<file path="src/rtl/req_enc_pkg.sv">
// Shared constants, state encoding and helpers for the request capture/encode front end.
// Round-robin selection is enabled by defining REQ_ENC_ROUND_ROBIN_EN.
package req_enc_pkg;

  localparam int unsigned NUM_REQ = 8;
  localparam int unsigned IDX_W   = 3;
  localparam int unsigned CNT_W   = 8;

  typedef enum logic [0:0] {
    StIdle    = 1'b0,
    StPresent = 1'b1
  } state_e;

  function automatic logic [IDX_W:0] popcount(input logic [NUM_REQ-1:0] v);
    logic [IDX_W:0] cnt;
    cnt = '0;
    for (int i = 0; i < NUM_REQ; i++) begin
      cnt = cnt + {{IDX_W{1'b0}}, v[i]};
    end
    return cnt;
  endfunction

endpackage

</file>
<file path="src/rtl/pri_encoder_core.sv">
// Combinational selector over the pending vector: fixed highest-index priority, or
// round-robin from start_i when REQ_ENC_ROUND_ROBIN_EN is defined.
module pri_encoder_core
  import req_enc_pkg::*;
(
  input  logic [NUM_REQ-1:0] pending_i,
`ifdef REQ_ENC_ROUND_ROBIN_EN
  input  logic [IDX_W-1:0]   start_i,
`endif
  output logic [IDX_W-1:0]   idx_o,
  output logic               any_o
);

`ifdef REQ_ENC_ROUND_ROBIN_EN
  logic [IDX_W-1:0] cand;

  // Walk offsets from far to near so the nearest set bit above start_i wins.
  always_comb begin
    idx_o = '0;
    cand  = '0;
    any_o = |pending_i;
    for (int i = NUM_REQ - 1; i >= 0; i--) begin
      cand = start_i + IDX_W'(i);
      if (pending_i[cand]) begin
        idx_o = cand;
      end
    end
  end
`else
  // Later iterations overwrite earlier ones, so the highest set index wins.
  always_comb begin
    idx_o = '0;
    any_o = |pending_i;
    for (int i = 0; i < NUM_REQ; i++) begin
      if (pending_i[i]) begin
        idx_o = IDX_W'(i);
      end
    end
  end
`endif

endmodule

</file>
<file path="src/rtl/req_capture_encoder.sv">
// Captures request rising edges into a pending set and hands out one code per valid/ready
// transaction. Define REQ_ENC_ROUND_ROBIN_EN for round-robin instead of fixed priority.
module req_capture_encoder
  import req_enc_pkg::*;
(
  input  logic               clk,
  input  logic               rst_n,
  input  logic [NUM_REQ-1:0] req_i,
  input  logic               flush_i,
  input  logic               ready_i,
  output logic               valid_o,
  output logic [IDX_W-1:0]   code_o,
  output logic               any_pending_o,
  output logic               lost_o,
  output logic [CNT_W-1:0]   drop_cnt_o
);

  logic [NUM_REQ-1:0] req_q;
  logic [NUM_REQ-1:0] pending_q, pending_d;
  logic               valid_q, valid_d;
  logic [IDX_W-1:0]   code_q, code_d;
  logic               lost_q, lost_d;
  logic [CNT_W-1:0]   drop_cnt_q, drop_cnt_d;
  state_e             state_q, state_d;

  logic [NUM_REQ-1:0] edges;
  logic [NUM_REQ-1:0] clr;
  logic [NUM_REQ-1:0] lost_bits;
  logic               handshake;
  logic [CNT_W:0]     drop_sum;
  logic [IDX_W-1:0]   sel_idx;
  logic               sel_any;

`ifdef REQ_ENC_ROUND_ROBIN_EN
  logic [IDX_W-1:0]   last_grant_q, last_grant_d;
`endif

  assign edges     = req_i & ~req_q;
  assign handshake = valid_q & ready_i;
  assign clr       = handshake ? (NUM_REQ'(1) << code_q) : '0;
  // A clear in the same cycle absorbs the edge (set wins), so it is not a loss.
  assign lost_bits = edges & pending_q & ~clr;
  assign drop_sum  = {1'b0, drop_cnt_q} + (CNT_W + 1)'(popcount(lost_bits));

  pri_encoder_core u_pri_encoder_core (
    .pending_i (pending_q),
`ifdef REQ_ENC_ROUND_ROBIN_EN
    .start_i   (last_grant_q + IDX_W'(1)),
`endif
    .idx_o     (sel_idx),
    .any_o     (sel_any)
  );

  always_comb begin
    pending_d  = pending_q;
    valid_d    = valid_q;
    code_d     = code_q;
    lost_d     = 1'b0;
    drop_cnt_d = drop_cnt_q;
    state_d    = state_q;
`ifdef REQ_ENC_ROUND_ROBIN_EN
    last_grant_d = last_grant_q;
`endif
    if (flush_i) begin
      pending_d = '0;
      valid_d   = 1'b0;
      state_d   = StIdle;
    end else begin
      pending_d  = (pending_q & ~clr) | edges;
      lost_d     = |lost_bits;
      drop_cnt_d = drop_sum[CNT_W] ? {CNT_W{1'b1}} : drop_sum[CNT_W-1:0];
      case (state_q)
        StIdle: begin
          if (sel_any) begin
            code_d  = sel_idx;
            valid_d = 1'b1;
            state_d = StPresent;
          end
        end
        StPresent: begin
          if (handshake) begin
            valid_d = 1'b0;
            state_d = StIdle;
`ifdef REQ_ENC_ROUND_ROBIN_EN
            last_grant_d = code_q;
`endif
          end
        end
        default: begin
          valid_d = 1'b0;
          state_d = StIdle;
        end
      endcase
    end
  end

  always_ff @(posedge clk or negedge rst_n) begin
    if (!rst_n) begin
      req_q      <= '0;
      pending_q  <= '0;
      valid_q    <= 1'b0;
      code_q     <= '0;
      lost_q     <= 1'b0;
      drop_cnt_q <= '0;
      state_q    <= StIdle;
    end else begin
      req_q      <= req_i;
      pending_q  <= pending_d;
      valid_q    <= valid_d;
      code_q     <= code_d;
      lost_q     <= lost_d;
      drop_cnt_q <= drop_cnt_d;
      state_q    <= state_d;
    end
  end

`ifdef REQ_ENC_ROUND_ROBIN_EN
  always_ff @(posedge clk or negedge rst_n) begin
    if (!rst_n) begin
      last_grant_q <= IDX_W'(NUM_REQ - 1);
    end else begin
      last_grant_q <= last_grant_d;
    end
  end
`endif

  assign valid_o       = valid_q;
  assign code_o        = code_q;
  assign any_pending_o = |pending_q;
  assign lost_o        = lost_q;
  assign drop_cnt_o    = drop_cnt_q;

endmodule
</file>
<file path="config.mk">
export PLATFORM = sky130hd
export DESIGN_NAME = req_capture_encoder
export DESIGN_NICKNAME = d
export VERILOG_FILES = /design/src/rtl/req_enc_pkg.sv /design/src/rtl/pri_encoder_core.sv /design/src/rtl/req_capture_encoder.sv
export SDC_FILE = /design/constraint.sdc
export NUM_CORES = 1
export LEC_CHECK = 0
export BUFFER_PORTS_ARGS = -buffer_cell sky130_fd_sc_hd__buf_2
export CAP_MARGIN = 25
export CELL_PAD_IN_SITES_DETAIL_PLACEMENT = 1
export CELL_PAD_IN_SITES_GLOBAL_PLACEMENT = 2
export CORE_ASPECT_RATIO = 1.1
export CORE_MARGIN = 2
export CORE_UTILIZATION = 32
export DETAILED_ROUTE_END_ITERATION = 16
export HOLD_SLACK_MARGIN = 0.15
export PLACE_DENSITY = 0.81
export SLEW_MARGIN = 40
export SYNTH_ARGS = -nofsm -noshare
export SYNTH_HDL_FRONTEND = slang
export SYNTH_SLANG_ARGS = --single-unit
export TNS_END_PERCENT = 50
</file>
<file path="constraint.sdc">
create_clock -name clk -period 3.9 [get_ports clk]
set_input_delay 0.39 -clock clk [delete_from_list [all_inputs] [get_ports clk]]
set_output_delay 0.39 -clock clk [all_outputs]
set_load 0.005 [all_outputs]
</file>
# After elaboration in Yosys (flattened, before gate mapping)
# Index checks and enable logic that the tools add are counted.
dict set report word_totals {
  regBits 30
  inputBits 12
  out_inout_bits 14
  elab_cells 51
}
dict set report op_classes {
  add_sub_neg 8
  n_eq_ne 2
  shift 1
  muxes 19
  bitwise_logic 10
  n_reduce_logical 4
}
# op count
set ops {}
lappend ops {{$and A8 B8 Y8} 4}
lappend ops {{$mux W8} 3}
lappend ops {{$add A4 B1 Y4} 4}
lappend ops {{$not A8 Y8} 2}
lappend ops {{$reduce_or A8 Y1} 2}
lappend ops {{$mux W3} 4}
lappend ops {{$add A8 B4 Y9} 1}
lappend ops {{$mux W1} 8}
lappend ops {{$or A8 B8 Y8} 1}
lappend ops {{$shl A1 B3 Y8 const A} 1}
lappend ops {{$add A3 B1 Y4} 1}
lappend ops {{$mux W2} 2}
lappend ops {{$pmux W1 S2} 2}
lappend ops {{$add A2 B1 Y3} 1}
lappend ops {{$ne A3 B2 Y1 const B} 1}
lappend ops {{$ne A3 B3 Y1 const B} 1}
lappend ops {{$reduce_and A3 Y1} 1}
lappend ops {{$add A1 B1 Y2} 1}
lappend ops {{$not A1 Y1} 2}
lappend ops {{$reduce_and A2 Y1} 1}
lappend ops {{$and A1 B1 Y1} 1}

# Longest topological paths before layout
dict set report logic_depth {
  word_depth 13
  depth_mapped 14
  mapped_depth_nobuf 13
}

# Cells and area by module
# Synthesis repeated with hierarchy kept, for this count alone.
dict set report unflattened {
  hier_cells 160
  area_unflattened_um2 1651.6
}
# module instances cells_per_inst area_per_inst_um2 seq_area_each_um2
set modules_own_cells {}
lappend modules_own_cells {req_capture_encoder 1 148 1585.3 750.7}
lappend modules_own_cells {pri_encoder_core 1 12 66.3 0.0}

# Worst setup path before layout
# No wires, ideal clock.
dict set report synth_timing {
  path_kind {register to register}
  start {register valid_q, in the netlist valid_o}
  end {register drop_cnt_q[4], in the netlist drop_cnt_o[4]}
  setup_time_ns 0.128
  t_arrival_ns 4.233
  t_required_ns 3.772
  slack_ns -0.460
  path_stages_with_launch 15
  path_buffers 1
  period_less_slack_ns 4.360
  cell_sequence {dfrtp_1 > and3b_1 > buf_6 > a211oi_2 > inv_1 > fa_1 > fa_1 > inv_1 > fa_1 > fa_1 > fa_1 > a21o_1 > a21oi_2 > nor2_1 > mux2_1}
}
dict set report synth_via {
  elab_chain_cells 13
}
# item line
set synth_lines {}
lappend synth_lines {{start, declared} req_capture_encoder.sv:20} ;# logic valid_q, valid_d;
lappend synth_lines {{start signal, assigned} req_capture_encoder.sv:109} ;# valid_q <= valid_d;
lappend synth_lines {{$and A1 B1 Y1 *} req_capture_encoder.sv:39} ;# assign handshake = valid_q & ready_i;
lappend synth_lines {{$mux W8 *} req_capture_encoder.sv:40} ;# assign clr = handshake ? (NUM_REQ'(1) << code_q) : '0;
lappend synth_lines {{$not A8 Y8 *} req_capture_encoder.sv:42} ;# assign lost_bits = edges & pending_q & ~clr;
lappend synth_lines {{$and A8 B8 Y8 *} req_capture_encoder.sv:42}
lappend synth_lines {{$add A1 B1 Y2} req_enc_pkg.sv:18} ;# cnt = cnt + {{IDX_W{1'b0}}, v[i]};
lappend synth_lines {{$add A2 B1 Y3} req_enc_pkg.sv:18}
lappend synth_lines {{$add A3 B1 Y4} req_enc_pkg.sv:18}
lappend synth_lines {{$add A4 B1 Y4 (3 in a row)} req_enc_pkg.sv:18}
lappend synth_lines {{$add A4 B1 Y4 *} req_enc_pkg.sv:18}
lappend synth_lines {{$add A8 B4 Y9 *} req_capture_encoder.sv:43} ;# assign drop_sum = {1'b0, drop_cnt_q} + (CNT_W + 1)'(popcount(lost_bits));
lappend synth_lines {{$mux W8 *} req_capture_encoder.sv:71} ;# drop_cnt_d = drop_sum[CNT_W] ? {CNT_W{1'b1}} : drop_sum[CNT_W-1:0];
lappend synth_lines {{end signal, assigned} req_capture_encoder.sv:112} ;# drop_cnt_q <= drop_cnt_d;
lappend synth_lines {{end, declared} req_capture_encoder.sv:23} ;# logic [CNT_W-1:0] drop_cnt_q, drop_cnt_d;
# Every way passes the cells marked *; elsewhere a longest branch is shown, timed or not.
# A chain may end at the register's enable or synchronous reset.

# Worst setup path after layout
dict set report layout_timing {
  start {register valid_q, in the netlist valid_o}
  end {register drop_cnt_q[5], in the netlist drop_cnt_o[5]}
}
# The elaborated chain is that of the path after synthesis.

==> flow_metrics.tcl <==
set metrics [dict create \
    tritoncts_clock_tree "built" \
    syn-instance-count 155 \
    finalCritPeriodShare_pct 105.5 \
    drive_above_1_share_pct 34.33 \
    grt_max_degree 31 \
    clockRootBuffer "clkbuf_8" \
    p_comb_share_pct 38.0 \
    place.detailed.hpwl_um 3245 \
    placementRows 27 \
    rsz_0062_raised_after_global_routing "true" \
    antenna_violating_nets_post_route 0 \
    clkTransAtPathRegs_ns 0.06 \
    max-vdd-ir-drop_mv 0.3142 \
    worst_slew_pin_slew_ns 0.6908 \
    antenna_cells 0 \
    synth.avg_cell_area_um2 10.72 \
    timing.critical_path.required_ns 4.06 \
    antenna_violations_before_repair 0 \
    area_used_by_multi_input_combinational_logic_um2 870.8 \
    yosysSeqAreaShare_pct 45.18 \
    setup_skew_ns 0.003006 \
    synth.distinct_cells 45 \
    holdBufCountCts 0 \
    grt.overflow.total 0 \
    design.final.nets 223 \
    design.core.area_um2 5000 \
    drcViolationCount 0 \
    layout_common_cells "dfrtp_1 (30), buf_2 (25), nand2_1 (16), buf_4 (16), inv_1 (11)" \
    cp-start-kind "flip-flop" \
    num_vias 1337 \
    cts-buffers-inserted 5 \
    die_ar_um2 5786 \
    run_status "finished, violations left" \
    count_of_input_and_output_buffers 25 \
    drt_iter0_drc 78 \
    synth_warnings 0 \
    drv.max_cap_violation_count 0 \
    floorplan.initialDensity_pct 33.23 \
    number_of_slew_limit_violations_in_the_final_report 0 \
    power_switching_w 0.0003783 \
    htree_depth 2 \
    dp_slack_ns -0.4350 \
    worst_skew_pair.late_latency_ns 0.27 \
    maxSlewHeadroom_pct 53.95 \
    pin_count 26 \
    holdCritPathClass "input port to asynchronous set/reset pin" \
    first_pass_iters 4 \
    power.leakage_nw 0.9477 \
    critical_path.endpoint_type "flip-flop" \
    report.final.setup_viol 8 \
    start_to_end_type_of_the_worst_setup_path "flip-flop to flip-flop" \
    final.fill_count 566 \
    layout-area-overhead-vs-synth_pct 26.05 \
    power.switching_fraction_pct 34.71 \
    timing.final.crit_period_ns 4.114 \
    postSynthRegisterBits 30 \
    fmax_mhz 243.1 \
    synth_edf_count 0 \
    dominantRegCellSynth "dfrtp_1" \
    area.sequential_um2 750.7 \
    globalplace.congestion 0.8180 \
    pwr-share-clk_pct 23.4 \
    cp_data_arrival_time_ns 4.28 \
    failing_checks "setup timing" \
    cts_num_sinks 30 \
    final_core_util_pct 41.89 \
    floorplan.die.width_um 72.71 \
    ctsLongestPathBuffers 2 \
    postSynthNetCount 178 \
    total_wire_length_after_detailed_routing_um 4282 \
    fp.dieH_um 79.58 \
    asyncSetResetFlopFracSynth_pct 100.0 \
    intPower_w 0.0007116 \
    worst_slack_ns -0.2137 \
    sequentialPowerShare_pct 38.6 \
    grt_overall_usage_pct 16.45 \
    final_common_cell "dfrtp_1" \
    syn-cell-area_um2 1662 \
    final.hold.worst_slack_ns 0.1551 \
    avg_vias_per_cell 5.162 \
    grt_pass1_vias 1508 \
    critPathMaxFanout 3 \
    finalHoldViolCount 0 \
    post_drt_wl_per_cell_um 16.53 \
    powerDensity_nw_per_um2 520.4 \
    grt_pass1_wl_um 7348 \
]
==> power by group through the flow <==
stage	logic [W]	registers, W	clock network [W]
6_report	0.000414	0.000420	0.000255
2_1_floorplan	0.000212	0.000435	0
4_1_cts	0.000403	0.000420	0.000267
3_5_place_dp	0.000387	0.000424	0
5_1_grt	0.000459	0.000431	0.000279
3_3_place_gp	0.000371	0.000421	0
==> worst paths after layout <==
kind                               start             to  slack, ns  cells past startpoint
min in group clk                req_i[4]       req_q[4]       0.24                      1
worst min-delay path               rst_n   pending_q[5]       0.16                      1
max in group asynchronous          rst_n  drop_cnt_o[7]       3.30                      1
worst max-delay path             valid_o  drop_cnt_o[5]      -0.21                     14
worst min register to register   state_q        valid_o       0.53                      1
worst max register to register   valid_o  drop_cnt_o[5]      -0.21                     14
==> sequential cells by signal, indices dropped and copies added (netlist names) <==
signal	cells
pending_q	8
state_q	1
req_q	8
valid_o	1
lost_o	1
drop_cnt_o	8
code_o	3
==> critical path: stages (launching register included) <==
cell and delay [ns]:
dfrtp_1 0.39, and3b_2 0.24, a211oi_4 0.24, inv_2 0.06
fa_1 0.50, fa_1 0.51, inv_2 0.04, fa_1 0.46
fa_2 0.38, fa_2 0.37, a21o_1 0.20, a21oi_4 0.15
buf_6 0.13, o31ai_1 0.06, mux2_4 0.27
==> layout make-up <==
| class | instances | area share [%] |
|---|---|---|
| Multi-Input combinational cell | 107 | 41.58 |
| Sequential cell | 30 | 35.84 |
| Timing Repair Buffer | 42 | 12.25 |
| Clock buffer | 7 | 4.122 |
| Tap cell | 58 | 3.465 |
| Inverter | 14 | 2.509 |
| Clock inverter | 1 | 0.2389 |
==> per-layer routing <==
layer / wire length [um] / vias to the layer above / global-route usage (%)
li1: - / 634 / -
met1: 1860 / 675 / 19.89
met2: 2270 / 21 / 29.82
met3: 109 / 7 / 3.030
met4: 42 / 0 / 3.889
met5: 0 / - / 0
==> per-stage QoR <==
stage	cells	setup TNS, ns	area, um2	total power (W)
6_report	259	-1.177	2095	0.001090
5_1_grt	259	-2.444	2095	0.001169
4_1_cts	258	-1.210	2062	0.001090
3_5_place_dp	249	-2.808	1946	0.0008112
3_3_place_gp	249	-1.775	1946	0.0007917
2_1_floorplan	155	-1.044	1667	0.0006470
==> what timing repair did <==
item	4_1_cts	5_1_grt
buffers inserted	1	1
setup endpoints to repair	8	8
gates resized for setup	3	7
hold endpoints to repair	0	0
pin swaps	3	5
==> cell usage after synthesis (3+ instances only) <==
| master | number | area [um2] |
|---|---|---|
| dfrtp_1 | 30 | 750.7 |
| nand2_1 | 17 | 63.81 |
| inv_1 | 13 | 48.80 |
| a21oi_1 | 10 | 50.05 |
| nor2_1 | 9 | 33.78 |
| ha_1 | 6 | 75.07 |
| nand2b_1 | 6 | 37.54 |
| fa_1 | 5 | 100.1 |
| nand3_1 | 5 | 25.02 |
| a211oi_1 | 3 | 22.52 |
| nor2b_1 | 3 | 18.77 |
| nor4_2 | 3 | 37.54 |
| o22a_1 | 3 | 26.28 |
==> cell families (layout without fill, tap and decap cells) <==
group / count (synthesis) / count (layout) / synth area share, %
buffers and inverters: 18 / 64 / 5.045
adder cells (fa/ha/maj): 11 / 11 / 10.54
multiplexers: 3 / 3 / 2.033
AND/OR/NAND/NOR: 53 / 53 / 17.92
XOR/XNOR: 2 / 2 / 1.054
AO/OA/AOI/OAI: 38 / 38 / 18.22
flip-flops: 30 / 30 / 45.18
(Power assumes the default switching activity.)
